`config.mk`:
```
export PLATFORM = sky130hd
export DESIGN_NAME = i2c_reg_bank_flat
export DESIGN_NICKNAME = d
export VERILOG_FILES = /design/src/rtl/i2c_reg_bank_if.sv /design/src/rtl/i2c_reg_bank.sv /design/src/flat_wrapper.sv
export SDC_FILE = /design/constraint.sdc
export NUM_CORES = 1
export LEC_CHECK = 0
export BUFFER_PORTS_ARGS = -buffer_cell sky130_fd_sc_hd__buf_2
export CORE_ASPECT_RATIO = 0.75
export CORE_MARGIN = 3
export CORE_UTILIZATION = 23
export DETAILED_ROUTE_END_ITERATION = 10
export HOLD_SLACK_MARGIN = 0.06
export PLACE_DENSITY = 0.44
export SLEW_MARGIN = 0
export SYNTH_ARGS = -nofsm -noshare
export SYNTH_HDL_FRONTEND = slang
export SYNTH_SLANG_ARGS = --single-unit
```
`constraint.sdc`:
```
create_clock -name clk -period 5.68 [get_ports clk]
set_input_delay 0.852 -clock clk [delete_from_list [all_inputs] [get_ports clk]]
set_output_delay 0.852 -clock clk [all_outputs]
set_load 0.01 [all_outputs]
```
`src/rtl/i2c_reg_bank_if.sv`:
```
// Bus bundle between the I2C byte receiver / local readback user and the
// register bank. The bank is the slave; the receiver side is the master.
interface i2c_reg_bank_if #(
  parameter int NUM_REGS = 8
);
  logic [7:0]            data_i;
  logic                  data_valid_i;
  logic                  start_i;
  logic                  stop_i;
  logic [3:0]            rd_addr_i;
  logic [7:0]            rd_data_o;
  logic [8*NUM_REGS-1:0] regs_o;
  logic                  wr_strobe_o;
  logic [3:0]            wr_addr_o;
  logic                  busy_o;
  logic                  err_o;

  modport master (
    output data_i, data_valid_i, start_i, stop_i, rd_addr_i,
    input  rd_data_o, regs_o, wr_strobe_o, wr_addr_o, busy_o, err_o
  );

  modport slave (
    input  data_i, data_valid_i, start_i, stop_i, rd_addr_i,
    output rd_data_o, regs_o, wr_strobe_o, wr_addr_o, busy_o, err_o
  );
endinterface

```
`src/rtl/i2c_reg_bank.sv`:
```
// Write decoder and register file fed by the I2C slave receiver.
// First byte after start is the register pointer; following bytes are
// written to consecutive registers with the pointer wrapping at NUM_REGS.
//
// state   | meaning
// --------+------------------------------------------
// IDLE    | no transaction open
// PTR     | transaction open, waiting for pointer byte
// DATA    | writing registers, pointer auto-increments
// DROP    | bad pointer seen, discard bytes until start/stop
module i2c_reg_bank #(
  parameter int          NUM_REGS    = 8,
  parameter logic [7:0]  RESET_VALUE = 8'h00
) (
  input  logic           clk,
  input  logic           reset,
  i2c_reg_bank_if.slave  bus
);

  localparam int         PTR_W = $clog2(NUM_REGS);
  localparam logic [7:0] LIMIT = 8'(NUM_REGS);

  typedef enum logic [1:0] {
    ST_IDLE = 2'd0,
    ST_PTR  = 2'd1,
    ST_DATA = 2'd2,
    ST_DROP = 2'd3
  } state_t;

  state_t           r_state;
  logic [PTR_W-1:0] r_ptr;
  logic             r_dv_q;
  logic [7:0]       r_regs [NUM_REGS];
  logic [7:0]       r_rd_data;
  logic             r_wr_strobe;
  logic [3:0]       r_wr_addr;
  logic             r_err;

  logic w_byte_evt;
  logic w_ptr_ok;
  logic w_rd_ok;

  // A byte is announced only by the rising edge of the valid level.
  assign w_byte_evt = bus.data_valid_i & ~r_dv_q;
  assign w_ptr_ok   = (bus.data_i < LIMIT);
  assign w_rd_ok    = ({4'b0000, bus.rd_addr_i} < LIMIT);

  // Transaction FSM, pointer, register writes and write/error flags.
  always_ff @(posedge clk or posedge reset) begin
    if (reset) begin
      r_state     <= ST_IDLE;
      r_ptr       <= '0;
      r_dv_q      <= 1'b0;
      r_wr_strobe <= 1'b0;
      r_wr_addr   <= 4'h0;
      r_err       <= 1'b0;
      for (int k = 0; k < NUM_REGS; k++) r_regs[k] <= RESET_VALUE;
    end else begin
      r_dv_q      <= bus.data_valid_i;
      r_wr_strobe <= 1'b0;
      if (bus.start_i) begin
        // Start (or repeated start) wins over a coincident byte and stop.
        r_state <= ST_PTR;
        r_err   <= 1'b0;
      end else begin
        case (r_state)
          ST_PTR: begin
            if (w_byte_evt) begin
              if (w_ptr_ok) begin
                r_ptr   <= bus.data_i[PTR_W-1:0];
                r_state <= ST_DATA;
              end else begin
                r_err   <= 1'b1;
                r_state <= ST_DROP;
              end
            end
          end
          ST_DATA: begin
            if (w_byte_evt) begin
              r_regs[r_ptr] <= bus.data_i;
              r_ptr         <= r_ptr + PTR_W'(1);
              r_wr_strobe   <= 1'b1;
              r_wr_addr     <= 4'(r_ptr);
            end
          end
          default: ;
        endcase
        // A coincident byte is still processed above; stop only closes.
        if (bus.stop_i) r_state <= ST_IDLE;
      end
    end
  end

  // Registered readback; a same-cycle write shows up one cycle later.
  always_ff @(posedge clk or posedge reset) begin
    if (reset) begin
      r_rd_data <= 8'h00;
    end else if (w_rd_ok) begin
      r_rd_data <= r_regs[bus.rd_addr_i[PTR_W-1:0]];
    end else begin
      r_rd_data <= 8'h00;
    end
  end

  genvar g;
  generate
    for (g = 0; g < NUM_REGS; g++) begin : g_flat
      assign bus.regs_o[8*g +: 8] = r_regs[g];
    end
  endgenerate

  assign bus.rd_data_o   = r_rd_data;
  assign bus.wr_strobe_o = r_wr_strobe;
  assign bus.wr_addr_o   = r_wr_addr;
  assign bus.busy_o      = (r_state != ST_IDLE);
  assign bus.err_o       = r_err;

endmodule

```
`src/flat_wrapper.sv`:
```
// flat-port wrapper written by rule: the top's interface ports become plain ports
module i2c_reg_bank_flat 
#(
  parameter int          NUM_REGS    = 8,
  parameter logic [7:0]  RESET_VALUE = 8'h00
)
  (clk, reset, bus_data_i, bus_data_valid_i, bus_start_i, bus_stop_i, bus_rd_addr_i, bus_rd_data_o, bus_regs_o, bus_wr_strobe_o, bus_wr_addr_o, bus_busy_o, bus_err_o);
  i2c_reg_bank_if #(.NUM_REGS(NUM_REGS)) bus_i ();
  input  logic clk;
  input  logic reset;
  input wire logic [$bits(bus_i.data_i)-1:0] bus_data_i;
  input wire logic [$bits(bus_i.data_valid_i)-1:0] bus_data_valid_i;
  input wire logic [$bits(bus_i.start_i)-1:0] bus_start_i;
  input wire logic [$bits(bus_i.stop_i)-1:0] bus_stop_i;
  input wire logic [$bits(bus_i.rd_addr_i)-1:0] bus_rd_addr_i;
  output wire logic [$bits(bus_i.rd_data_o)-1:0] bus_rd_data_o;
  output wire logic [$bits(bus_i.regs_o)-1:0] bus_regs_o;
  output wire logic [$bits(bus_i.wr_strobe_o)-1:0] bus_wr_strobe_o;
  output wire logic [$bits(bus_i.wr_addr_o)-1:0] bus_wr_addr_o;
  output wire logic [$bits(bus_i.busy_o)-1:0] bus_busy_o;
  output wire logic [$bits(bus_i.err_o)-1:0] bus_err_o;
  assign bus_i.data_i = bus_data_i;
  assign bus_i.data_valid_i = bus_data_valid_i;
  assign bus_i.start_i = bus_start_i;
  assign bus_i.stop_i = bus_stop_i;
  assign bus_i.rd_addr_i = bus_rd_addr_i;
  assign bus_rd_data_o = bus_i.rd_data_o;
  assign bus_regs_o = bus_i.regs_o;
  assign bus_wr_strobe_o = bus_i.wr_strobe_o;
  assign bus_wr_addr_o = bus_i.wr_addr_o;
  assign bus_busy_o = bus_i.busy_o;
  assign bus_err_o = bus_i.err_o;
  i2c_reg_bank #(.NUM_REGS(NUM_REGS), .RESET_VALUE(RESET_VALUE)) u_core (.clk(clk), .reset(reset), .bus(bus_i));
endmodule
```
# Word level (Yosys, flattened, before mapping)
# Index checks and enable logic that the tools add are counted.
[totals]
reg_bits = 83
in_bits = 17
elab_cells = 66
[classes]
add_sub_neg = 1
order_cmp = 5
n_eq_ne = 6
muxes = 23
bitwise_logic = 5
reduce_logical = 11
[op_table]
columns = ["cell", "count"]
rows = [
  ["bitwise mux 64 bit", 1],
  ["two-way mux 8 bit", 4],
  ["binary-select mux 8 bit (select 3 bit)", 1],
  ["demux 8 bit (select 3 bit)", 1],
  ["two-way mux 3 bit", 3],
  ["greater-or-equal comparator 4 bit (second input constant)", 2],
  ["less-than comparator 8 x 4 -> 1 bit (second input constant)", 1],
  ["two-way mux 1 bit", 8],
  ["two-way mux 2 bit", 4],
  ["NOT 3 -> 4 bit", 2],
  ["nonzero test 2 bit", 4],
  ["inequality test 2 x 1 -> 1 bit (second input constant)", 3],
  ["case mux 3 bit (2 select lines)", 1],
  ["AND reduction 3 bit", 2],
  ["nonzero test 3 bit", 2],
  ["AND reduction 5 bit", 1],
  ["less-than comparator 4 x 1 -> 1 bit (second input constant)", 1],
  ["less-than comparator 4 bit (second input constant)", 1],
  ["adder 3 x 1 -> 3 bit (second input constant)", 1],
  ["equality test 2 x 1 -> 1 bit (second input constant)", 1],
  ["equality test 2 bit (second input constant)", 1],
  ["inequality test 2 bit (second input constant)", 1],
  ["NOT 1 bit", 2],
  ["AND reduction 2 bit", 1],
  ["2 further kinds", 2],
]

# Longest topological paths before layout
[logic_depth]
word_depth = 6
depth_mapped = 5
ltp_nobuf = 4

# Least setup slack after synthesis
# OpenSTA, ideal clock, no wires.
[synth_timing]
kind = "input to register"
from = "in bus_start_i"
to = "reg u_core.r_regs, in the netlist u_core.bus.regs_o[40]"
setup_time_ns = 0.125
arrival_ns = 2.091
t_required_ns = 5.555
path_slack_ns = 3.464
cell_stages = 4
n_path_buf = 1
path_cell_list = "nand4bb_1 > buf_6 > nor4b_4 > mux2_2"
[synth_via]
elab_chain_len = 2
[synth_lines]
columns = ["item", "line_no", "rtl"]
rows = [
  ["from (decl)", "flat_wrapper.sv:13", "input wire logic [$bits(bus_i.start_i)-1:0] bus_start_i;"],
  ["NOT 1 bit (no source line)", "-", ""],
  ["AND reduction 3 bit (no source line)", "-", ""],
  ["to (signal, indexed assignment)", "i2c_reg_bank.sv:80", "r_regs[r_ptr] <= bus.data_i;"],
  ["to (decl)", "i2c_reg_bank.sv:33", "logic [7:0] r_regs [NUM_REGS];"],
]
# No other way between the ends.
# A chain may end at the register's enable or synchronous reset.

# Worst setup path in the final report
[layout_timing]
from = "in bus_start_i"
to = "reg u_core.r_regs, in the netlist u_core.bus.regs_o[34]"
# The elaborated chain is that of the path after synthesis.

==> results.md <==
* Status: complete, no violations
* Global Route Usage Sum at 11.9%
* Setup Viol. Count Final at 0
* Crit path DAT at 3250 ps
* # IOs at 96
* WL final at 11.0 mm
* Predominant post-synthesis flop cell: dfrtp_1
* Crit. End Element: flip-flop
* Vias in the first global route at 2,595
* Hold depth at 1
* Drt drc at 0
* Number of buffers added on ports at 94
* NumNets Final at 376
* Final hold vios at 0
* Yosys top cell area share at 53.9%
* Library cells used by synthesis at 41
* Hold Path Class: reg -> reg
* Syn avg cell area at 14.2 sq um
* Share of layout cells above drive strength 1 at 53.6%
* Minimum clock period at 3030 ps
* Critical path, cell by cell: buf_2 -> nand4bb_1 -> nor4bb_2 -> mux2_2
* Post-synth EDFFs at 0
* YS warnings at 0
* Initial Utilization at 23.8%
* R2r setup slk at 2900 ps
* WS Path Type: in -> reg
* Yosys reg bits at 83
* Normalized max-slew margin at 26.0%
* Top cells by area, synth: dfrtp_1, mux2_2, mux4_2
* Synth top cells by count: dfrtp_1, mux2_2, mux2i_1
* Worst Skew at 11.1 ps
* Worst hold endpoint: u_core.bus.wr_addr_o[2]
* Top sig layer: met4
* Slowest CP cell: nor4bb_2
* Crit start category: primary input
* FP Rows at 40
* Sink Count at 83
* Worst reg2reg startpoint: u_core.r_dv_q
* Die Ht at 118 um
* Seq/Total Area, Yosys at 53.9%
* Antenna viol nets, final at 0
* VDD IR max at 105 uV
* CTS Hold Bufs at 0
* Worst skew pair latency at 340 ps
* Syn_nets at 290
* PwrDens at 264 nW/um^2
* Routed len/inst at 19.2 um
* DP HPWL at 7.89 mm
* Clock Path Buffers at 2
* Horiz. Die Dim at 155 um
* Slew @ Worst Pin at 1110 ps
* Setup Fix Bufs, Post-CTS at 0
* Reg2reg path depth at 3
* Max incr delay on CP at 1060 ps
* Pin count of the biggest net entering global routing at 84
* MaxCap Viol Count at 0
* Final critical-path share of the clock period at 53.3%
* Setup TNS at 0 ps
* Total CTS buffers at 9
* Via Count at 2,534
* Initial antenna violation count at 0
* RSZ-0062 raised after global routing: no
* Met3 wire len at 671 um
* Area Growth Syn to Fin at 24.4%
* Post-layout util at 29.6%
* Required time worst endpoint at 5900 ps
* Top-count cell post-synth: dfrtp_1
* Hold path start: u_core.bus.wr_addr_o[2]
* Instance count of the mapped netlist at 272
* H-tree levels at 3
* Diode count at 0
* Core box area at 16,200 sq um
* Post-DR vias/cell at 4.43
* Die footprint at 18,400 sq um
* Max frequency at 0.330 GHz
* Cts repair resizes at 0
* Post-synth ARST share at 100%
* Clk pin slew, worst setup/hold paths at 60 ps
* CTS tree: yes
* M1 wire length at 5.42 mm
* Post-Synthesis Cell Area at 3850 sq um
* DRT iter0 DRCs at 72
* Routed wl met2 at 4.83 mm
* Area leader, netlist: dfrtp_1
* Total iterations of the first detailed-routing run at 4
* RePlAce Congestion at 0.774
* Gr ovfl total at 0
* LEAKAGE at 2.44 nW
* Max FO, Critical Path at 12
* Slew Viols, Final at 0
* First-pass GRT wire length at 16.5 mm
* CTS root buf: clkbuf_16
* Crit Reg-Reg Endpoint: u_core.bus.regs_o[34]
-- placed cells by master (no fill, tap or decap), types with 3 or more instances in the layout --
cell type	n
nor4b_4	3
clkbuf_8	3
buf_2	94
clkinvlp_4	3
mux2_2	66
nor4_4	3
mux2i_1	17
a21oi_1	10
dfrtp_1	83
inv_1	15
nor2_1	4
nand4_1	4
clkbuf_16	9
a221o_1	8
mux4_2	8
-- registers in the layout, indices dropped and copies added (netlist names) --
name	cells
u_core.bus.wr_addr_o	3
u_core.r_state	2
u_core.bus.err_o	1
u_core.bus.rd_data_o	8
u_core.bus.regs_o	64
u_core.r_ptr	3
u_core.r_dv_q	1
u_core.bus.wr_strobe_o	1
-- final cells by class --
| class | count | area (sq um) |
|---|---|---|
| repair buffers | 95 | 478 |
| fillers | 1693 | 11400 |
| clock buffers | 12 | 267 |
| multi-input cells | 153 | 1630 |
| well taps | 210 | 263 |
| clock inverters | 3 | 22.5 |
| flip-flops and latches | 83 | 2080 |
| inverters | 16 | 61.3 |
-- kinds of logic after synthesis --
family,share of synthesized area [%]
AO/OA/AOI/OAI,4.81
adder cells (fa/ha/maj),0.325
buffers and inverters,4.06
flip-flops,53.9
multiplexers,28.7
other,0.0973
AND/OR/NAND/NOR,8.15
-- worst max-delay path by stage --
stage | startpoint | endpoint | slack [ps]
floorplan | reset | u_core.bus.err_o | 2690
global placement | bus_start_i | u_core.bus.regs_o[37] | 2360
detailed placement | bus_start_i | u_core.bus.regs_o[33] | 2280
CTS | bus_start_i | u_core.bus.regs_o[34] | 2650
global route | bus_start_i | u_core.bus.regs_o[34] | 2480
finish | bus_start_i | u_core.bus.regs_o[34] | 2650
-- report_power, final --
part           internal [W]  switching [W]  total (W)
Sequential         0.000602      0.0000148   0.000617
Combinational     0.0000329      0.0000570  0.0000900
Clock              0.000330       0.000230   0.000560
Total              0.000965       0.000302    0.00127
-- through the flow --
step | hold WS (ps) | area (sq um) | setup slack (ps) | std cells | total power [W]
2_1_floorplan | 537 | 3850 | 2690 | 272 | 0.000683
6_report | 510 | 4790 | 2650 | 572 | 0.00127
5_1_grt | 538 | 4790 | 2480 | 572 | 0.00132
4_1_cts | 510 | 4790 | 2650 | 572 | 0.00129
3_5_place_dp | 497 | 4510 | 2280 | 557 | 0.000720
3_3_place_gp | 494 | 4510 | 2360 | 557 | 0.000718
-- worst max-delay path: cells and delay by family --
family / cells / cell delay [ps]
multiplexers: 1 / 420
buffers and inverters: 1 / 130
AND/OR/NAND/NOR: 2 / 1840
-- layer usage --
metal	up-vias	track usage, %
li1	1177	-
met1	1274	16.9
met2	73	17.6
met3	10	4.26
met4	0	2.57
met5	-	0
(Power assumes the default switching activity.)
